$ cat config.mk
export PLATFORM = sky130hd
export DESIGN_NAME = spi_frame_rx_flat
export DESIGN_NICKNAME = d
export VERILOG_FILES = /design/src/rtl/spi_frame_pkg.sv /design/src/rtl/spi_frame_rx_if.sv /design/src/rtl/spi_frame_rx_sync.sv /design/src/rtl/spi_frame_rx.sv /design/src/flat_wrapper.sv
export SDC_FILE = /design/constraint.sdc
export NUM_CORES = 1
export LEC_CHECK = 0
export CAP_MARGIN = 20
export CORE_UTILIZATION = 55
export DETAILED_ROUTE_END_ITERATION = 6
export PLACE_DENSITY_LB_ADDON = 0.08
export SLEW_MARGIN = 20
export SYNTH_ARGS = -nofsm -noshare
export SYNTH_HDL_FRONTEND = slang
export SYNTH_SLANG_ARGS = --single-unit
$ cat constraint.sdc
create_clock -name clk -period 2.7 [get_ports clk]
set_clock_uncertainty 0.05 [all_clocks]
set_input_delay 0.54 -clock clk [delete_from_list [all_inputs] [get_ports clk]]
set_output_delay 0.54 -clock clk [all_outputs]
set_load 0.03 [all_outputs]
$ cat src/rtl/spi_frame_pkg.sv
// Shared constants and types for the SPI frame receiver.
// Frame layout (MSB first): [15]=rw (1=write), [14:8]=addr, [7:0]=data.
package spi_frame_pkg;

  localparam int FRAME_BITS = 16;
  localparam int ADDR_W     = 7;
  localparam int DATA_W     = 8;
  localparam int ERR_CNT_W  = 8;

  localparam int RW_BIT     = 15;
  localparam int ADDR_MSB   = 14;
  localparam int ADDR_LSB   = 8;
  localparam int DATA_MSB   = 7;
  localparam int DATA_LSB   = 0;

  // Bit counter counts 0..FRAME_BITS+1, where FRAME_BITS+1 means "too long"
  localparam int CNT_W = $clog2(FRAME_BITS + 2);

  typedef enum logic {
    IDLE  = 1'b0,
    SHIFT = 1'b1
  } state_t;

endpackage

$ cat src/rtl/spi_frame_rx_if.sv
// Frame output port of the SPI receiver: valid/ready plus frame fields.
// master = receiver side, slave = register bank side.
interface spi_frame_rx_if;
  import spi_frame_pkg::*;

  logic              frame_valid_o;
  logic              frame_ready_i;
  logic              frame_wr_o;
  logic [ADDR_W-1:0] frame_addr_o;
  logic [DATA_W-1:0] frame_data_o;

  modport master (
    output frame_valid_o, frame_wr_o, frame_addr_o, frame_data_o,
    input  frame_ready_i
  );

  modport slave (
    input  frame_valid_o, frame_wr_o, frame_addr_o, frame_data_o,
    output frame_ready_i
  );

endinterface

$ cat src/rtl/spi_frame_rx_sync.sv
// Multi-flop synchronizer for one asynchronous pin; resets to the pin's idle level.
module sync_ff #(
  parameter int   STAGES  = 2,
  parameter logic RST_VAL = 1'b0
) (
  input  logic clk,
  input  logic rst,
  input  logic i_d,
  output logic o_q
);

  logic [STAGES-1:0] r_pipe;

  // Shift the pin through STAGES flops
  always_ff @(posedge clk or posedge rst) begin
    if (rst) r_pipe <= {STAGES{RST_VAL}};
    else     r_pipe <= {r_pipe[STAGES-2:0], i_d};
  end

  assign o_q = r_pipe[STAGES-1];

endmodule

$ cat src/rtl/spi_frame_rx.sv
// SPI mode-0 frame deserializer: synchronizes SCLK/COPI/nCS, shifts 16-bit
// MSB-first frames and hands complete frames out on a valid/ready port.
// Malformed (wrong length) and overrun frames are dropped with a one-cycle
// frame_err_o pulse.
// Optional: define SPI_FRAME_ERR_CNT_EN to add err_cnt_o, a saturating
// count of frame_err_o pulses.
module spi_frame_rx
  import spi_frame_pkg::*;
#(
  parameter int SYNC_STAGES = 2
) (
  input  logic                 clk,
  input  logic                 rst,
  input  logic                 sclk_i,
  input  logic                 copi_i,
  input  logic                 ncs_i,
  spi_frame_rx_if.master       frm,
  output logic                 frame_err_o,
  output logic                 busy_o
`ifdef SPI_FRAME_ERR_CNT_EN
  ,
  output logic [ERR_CNT_W-1:0] err_cnt_o
`endif
);

  localparam logic [CNT_W-1:0] CNT_FULL = CNT_W'(FRAME_BITS);
  localparam logic [CNT_W-1:0] CNT_SAT  = CNT_W'(FRAME_BITS + 1);

  logic w_sclk_s, w_copi_s, w_ncs_s;

  sync_ff #(.STAGES(SYNC_STAGES), .RST_VAL(1'b0)) u_sync_sclk (
    .clk(clk), .rst(rst), .i_d(sclk_i), .o_q(w_sclk_s));
  sync_ff #(.STAGES(SYNC_STAGES), .RST_VAL(1'b0)) u_sync_copi (
    .clk(clk), .rst(rst), .i_d(copi_i), .o_q(w_copi_s));
  sync_ff #(.STAGES(SYNC_STAGES), .RST_VAL(1'b1)) u_sync_ncs (
    .clk(clk), .rst(rst), .i_d(ncs_i),  .o_q(w_ncs_s));

  // Edge detection (registered pulses, copi delayed to stay aligned)
  logic                   r_sclk_d, r_ncs_d, r_copi_d;
  logic                   r_sclk_rise, r_ncs_rise, r_ncs_fall;
  logic [SYNC_STAGES-1:0] r_settle;
  logic                   r_armed;

  // Detect synced edges. A frame start is only accepted once nCS has been
  // seen high with real pin data in the synchronizer, so a reset that lands
  // mid-frame cannot turn the still-low nCS into a bogus fresh frame start.
  always_ff @(posedge clk or posedge rst) begin
    if (rst) begin
      r_sclk_d    <= 1'b0;
      r_ncs_d     <= 1'b1;
      r_copi_d    <= 1'b0;
      r_sclk_rise <= 1'b0;
      r_ncs_rise  <= 1'b0;
      r_ncs_fall  <= 1'b0;
      r_settle    <= '0;
      r_armed     <= 1'b0;
    end else begin
      r_sclk_d    <= w_sclk_s;
      r_ncs_d     <= w_ncs_s;
      r_copi_d    <= w_copi_s;
      r_sclk_rise <= w_sclk_s & ~r_sclk_d;
      r_ncs_rise  <= w_ncs_s & ~r_ncs_d;
      r_ncs_fall  <= r_armed & ~w_ncs_s & r_ncs_d;
      r_settle    <= {r_settle[SYNC_STAGES-2:0], 1'b1};
      if (r_settle[SYNC_STAGES-1] && w_ncs_s) r_armed <= 1'b1;
    end
  end

  // FSM
  state_t r_state, w_state_nxt;
  logic   w_start, w_end, w_shift_en;

  // State register
  always_ff @(posedge clk or posedge rst) begin
    if (rst) r_state <= IDLE;
    else     r_state <= w_state_nxt;
  end

  // Next state: nCS fall opens a frame, nCS rise closes it
  always_comb begin
    w_state_nxt = r_state;
    case (r_state)
      IDLE:    if (r_ncs_fall) w_state_nxt = SHIFT;
      SHIFT:   if (r_ncs_rise) w_state_nxt = IDLE;
      default: w_state_nxt = IDLE;
    endcase
  end

  // FSM outputs: sclk edges only matter while in SHIFT
  always_comb begin
    busy_o     = (r_state == SHIFT);
    w_start    = (r_state == IDLE)  & r_ncs_fall;
    w_end      = (r_state == SHIFT) & r_ncs_rise;
    w_shift_en = (r_state == SHIFT) & r_sclk_rise;
  end

  // Shift register / bit counter
  logic [FRAME_BITS-1:0] r_sh, w_sh_nxt;
  logic [CNT_W-1:0]      r_cnt, w_cnt_nxt;
  logic                  r_valid, r_wr, r_err;
  logic [ADDR_W-1:0]     r_addr;
  logic [DATA_W-1:0]     r_data;
  logic                  w_xfer, w_load, w_err;

  // Post-shift view so a same-cycle sclk rise is counted before the length check
  always_comb begin
    w_sh_nxt  = r_sh;
    w_cnt_nxt = r_cnt;
    if (w_shift_en) begin
      w_sh_nxt = {r_sh[FRAME_BITS-2:0], r_copi_d};
      if (r_cnt != CNT_SAT) w_cnt_nxt = r_cnt + 1'b1;
    end
    w_xfer = r_valid & frm.frame_ready_i;
    // A transfer in the same cycle frees the holding register for the new frame
    w_load = w_end & (w_cnt_nxt == CNT_FULL) & (~r_valid | w_xfer);
    w_err  = w_end & ~w_load;
  end

  // Shift data in; count restarts on each frame start
  always_ff @(posedge clk or posedge rst) begin
    if (rst) begin
      r_sh  <= '0;
      r_cnt <= '0;
    end else if (w_start) begin
      r_sh  <= '0;
      r_cnt <= '0;
    end else begin
      r_sh  <= w_sh_nxt;
      r_cnt <= w_cnt_nxt;
    end
  end

  // Output holding register and handshake
  always_ff @(posedge clk or posedge rst) begin
    if (rst) begin
      r_valid <= 1'b0;
      r_wr    <= 1'b0;
      r_addr  <= '0;
      r_data  <= '0;
      r_err   <= 1'b0;
    end else begin
      r_err <= w_err;
      if (w_load) begin
        r_valid <= 1'b1;
        r_wr    <= w_sh_nxt[RW_BIT];
        r_addr  <= w_sh_nxt[ADDR_MSB:ADDR_LSB];
        r_data  <= w_sh_nxt[DATA_MSB:DATA_LSB];
      end else if (w_xfer) begin
        r_valid <= 1'b0;
      end
    end
  end

  assign frm.frame_valid_o = r_valid;
  assign frm.frame_wr_o    = r_wr;
  assign frm.frame_addr_o  = r_addr;
  assign frm.frame_data_o  = r_data;
  assign frame_err_o       = r_err;

`ifdef SPI_FRAME_ERR_CNT_EN
  logic [ERR_CNT_W-1:0] r_err_cnt;

  // Saturating count of dropped frames
  always_ff @(posedge clk or posedge rst) begin
    if (rst)                                   r_err_cnt <= '0;
    else if (r_err && (r_err_cnt != '1))       r_err_cnt <= r_err_cnt + 1'b1;
  end

  assign err_cnt_o = r_err_cnt;
`endif

endmodule
$ cat src/flat_wrapper.sv
// flat-port wrapper written by rule: the top's interface ports become plain ports
module spi_frame_rx_flat import spi_frame_pkg::*;
#(
  parameter int SYNC_STAGES = 2
)
  (clk, rst, sclk_i, copi_i, ncs_i, frame_err_o, busy_o, frm_frame_valid_o, frm_frame_wr_o, frm_frame_addr_o, frm_frame_data_o, frm_frame_ready_i);
  spi_frame_rx_if frm_i ();
  input  logic clk;
  input  logic rst;
  input  logic sclk_i;
  input  logic copi_i;
  input  logic ncs_i;
  output logic frame_err_o;
  output logic busy_o;
  output wire logic [$bits(frm_i.frame_valid_o)-1:0] frm_frame_valid_o;
  output wire logic [$bits(frm_i.frame_wr_o)-1:0] frm_frame_wr_o;
  output wire logic [$bits(frm_i.frame_addr_o)-1:0] frm_frame_addr_o;
  output wire logic [$bits(frm_i.frame_data_o)-1:0] frm_frame_data_o;
  input wire logic [$bits(frm_i.frame_ready_i)-1:0] frm_frame_ready_i;
  assign frm_frame_valid_o = frm_i.frame_valid_o;
  assign frm_frame_wr_o = frm_i.frame_wr_o;
  assign frm_frame_addr_o = frm_i.frame_addr_o;
  assign frm_frame_data_o = frm_i.frame_data_o;
  assign frm_i.frame_ready_i = frm_frame_ready_i;
  spi_frame_rx #(.SYNC_STAGES(SYNC_STAGES)) u_core (.clk(clk), .rst(rst), .sclk_i(sclk_i), .copi_i(copi_i), .ncs_i(ncs_i), .frm(frm_i), .frame_err_o(frame_err_o), .busy_o(busy_o));
endmodule
==> results of run 1 <==
## registers in the layout (all words and copies together) (netlist names), 2 cells and up
signal                     flops
u_core.frm.frame_addr_o        7
u_core.frm.frame_data_o        8
u_core.r_cnt                   5
u_core.r_settle                2
u_core.r_sh                   16
u_core.u_sync_copi.r_pipe      2
u_core.u_sync_ncs.r_pipe       2
u_core.u_sync_sclk.r_pipe      2
## layer usage
layer  vias to the layer above  wire (um)
met4                         0         57
met5                         -          0
li1                        627          -
met1                       638       1630
met2                        29       1740
met3                         7        114
## kinds of logic after synthesis
kind of cell	after synthesis	share of synthesized area (%)
fa+ha+maj	2	1.13
xor+xnor	2	0.791
mux	32	14.7
compound gates	13	5.65
simple gates	45	10.4
buf+inv	24	4.86
flops	55	62.3
other cells	1	0.169
## stage by stage
stage	util (%)	power, W	hold WS, ps	cells
2_1_floorplan	-	0.00105	281	174
4_1_cts	69.6	0.00164	310	250
6_report	69.6	0.00163	307	250
3_3_place_gp	66.5	0.00109	286	242
3_5_place_dp	66.5	0.00110	287	242
5_1_grt	69.6	0.00170	315	250
## cells in the final DEF, fill, tap and decap left out, types with 2 or more instances in the layout
master,n
mux2i_1,28
mux2_2,4
clkbuf_8,5
nor2b_1,5
nand2_1,7
dfstp_2,3
nor2_1,20
buf_4,2
a21oi_1,2
nand4_1,3
ha_1,2
inv_1,16
o21ai_0,2
clkdlybuf4s50_1,24
dfrtp_1,52
## critical path, stage by stage, from the launching register on
cell and delay [ps]:
dfrtp_1 490, ha_1 230, nand4bb_1 180, and2_4 220, o31ai_1 400, o2111ai_4 260
buf_4 280, mux2i_1 140
## path summary, 6_finish.rpt
kind / start / end / depth (start not counted)
max in group asynchronous: rst / u_core.frm.frame_addr_o[1] / 3
setup / recovery: u_core.r_cnt[0] / u_core.frm.frame_addr_o[0] / 7
min in group asynchronous: rst / u_core.r_settle[0] / 2
hold / removal: u_core.r_settle[0] / u_core.r_settle[1] / 0
setup reg to reg: u_core.r_cnt[0] / u_core.frm.frame_addr_o[0] / 7
hold reg to reg: u_core.r_settle[0] / u_core.r_settle[1] / 0
## layout make-up
class | count | area, um^2
Clock inverter | 3 | 47.5
Fill cell | 243 | 1150
Clock buffer | 5 | 68.8
Tap cell | 48 | 60.1
Multi-Input combinational cell | 95 | 728
Sequential cell | 55 | 1380
Inverter | 17 | 63.8
Timing Repair Buffer | 27 | 275
## synthesized netlist by cell type (2+ instances only)
master / instances / area, um^2
buf_2: 2 / 10.0
nor2b_1: 5 / 31.3
nand4_1: 3 / 18.8
a21oi_1: 2 / 10.0
nor2_1: 20 / 75.1
o21ai_0: 2 / 10.0
buf_6: 2 / 22.5
dfstp_2: 3 / 78.8
mux2_2: 4 / 45.0
inv_1: 17 / 63.8
clkbuf_1: 2 / 7.51
dfrtp_1: 52 / 1300
nand2_1: 7 / 26.3
ha_1: 2 / 25.0
mux2i_1: 28 / 280
## power groups by stage
| stage | combinational [W] | sequential (W) | clock [W] |
|---|---|---|---|
| after floorplan | 0.000132 | 0.000917 | 0 |
| after global placement | 0.000166 | 0.000922 | 0 |
| after detailed placement | 0.000171 | 0.000927 | 0 |
| after CTS | 0.000172 | 0.000911 | 0.000561 |
| after global routing | 0.000189 | 0.000917 | 0.000595 |
| final | 0.000170 | 0.000912 | 0.000545 |
==> results.yml, run 1 <==
outcome:
  status: "finished, final reports clean"
power_and_ir_drop:
  power.share.clock_pct: 33.5
  power_report.internal_total_w: 0.00122
  p_sw_w: 0.000409
  powerDensity_nw_per_um2: 620
  switching_share_pct: 25.2
  combPwrFrac_pct: 10.4
  leakagePower_nw: 1.35
  vdd_drop_max_mv: 0.486
  p_seq_share_pct: 56.1
placement:
  pre_cts_ws_ps: 352
  portBuffers: 24
  dp.final_hpwl_mm: 2.51
  gp_congestion: 0.802
  place_area_um2: 2510
global_route:
  grt_pass1_vias: 1383
  grt_max_degree: 38
  use_met1_pct: 25.7
  grt_pass1_wl_mm: 6.27
  antenna_found_initial: 0
  overflow: 0
  track_usage_pct: 20.0
  grtUsageMet2_pct: 31.4
  met3_usage_pct: 5.73
  gr-max-usage-layer: "met2"
sta:
  tns_ps: 0
  rsz0062_at_grt: "no"
  drv_slew: 0
  max-slew-margin-rel_pct: 49.2
  setup_slack_ps: 320
  period_share_pct: 88.1
  period_minus_slack_ps: 2380
  hold_viol: 0
  max_freq_ghz: 0.420
  setup_viol: 0
  tightestPinTransition_ps: 762
detailed_routing:
  num_vias: 1301
  final_antenna_net_count: 0
  wl_per_cell_um: 14.1
  drc: 0
  drt-total-wl_mm: 3.54
  drt_iter0_drc: 73
  vias_per_cell: 5.20
  firstDrtPassIters: 4
floorplanning:
  fp-row-count: 22
  dieArea_um2: 4290
  die-height_um: 65.5
  core_area_um2: 3770
  ios: 25
  chipWidth_um: 65.5
  start_util_pct: 58.8
cts:
  cts_resized: 0
  cts_sinks: 55
  ctsHoldBuffers: 0
  cts_buffers: 5
  cts_tree: "done"
  clock_latency_ps: 310
  path_clk_slew_ps: 100
  htree_levels: 2
  clockBufferDepth: 2
  cts_root_buf: "clkbuf_8"
  post-cts-setup-buffers: 0
cells_and_area:
  postLayoutCellArea_um2: 2620
  drive_above_1_share_pct: 12.4
  antenna_cells: 0
  fin_nets: 209
  syn_to_final_growth_pct: 18.4
setup_path:
  cp-end-kind: "flip-flop"
  crit_fanout: 11
  critPathLaunchType: "flip-flop"
  cp.arrival_ps: 2510
  cp_data_required_time_ps: 2830
  crit_type: "reg2reg"
  rrSetupSlack_ps: 320
logic_synthesis:
  synth-async-reset-ratio_pct: 100
  synthesis.instances: 174
  synth_top_flop_cell: "dfrtp_1"
  ys_seq_elements: 55
  avgSynthCellArea_um2: 12.7
  synth_cell_types: 38
  ys_seq_area_share_pct: 62.3
  synth_warnings: 0
  synth_edf_count: 0
  synth.net_count: 182
  synth.cell_area_um2: 2220
worst_hold_path:
  worstHoldPathType: "reg2reg"
flow_run:
  max_cap_viol_count: 0
(Power assumes the default switching activity.)
==> run 2: changes to the inputs <==
==> constraint.sdc (replaced) <==
create_clock -name clk -period 2.7 [get_ports clk]
set_clock_uncertainty 0.05 [all_clocks]
set_input_delay 0.54 -clock clk [delete_from_list [all_inputs] [get_ports clk]]
set_output_delay 0.54 -clock clk [all_outputs]
set_load 0.01 [all_outputs]
==> results of run 2 <==
The final DEF is identical to that of run 1. Status: finished, final reports clean.
Main changes from that run: total power 0.00163 W -> 0.00162 W; worst IR drop on VDD 0.486 mV -> 0.484 mV
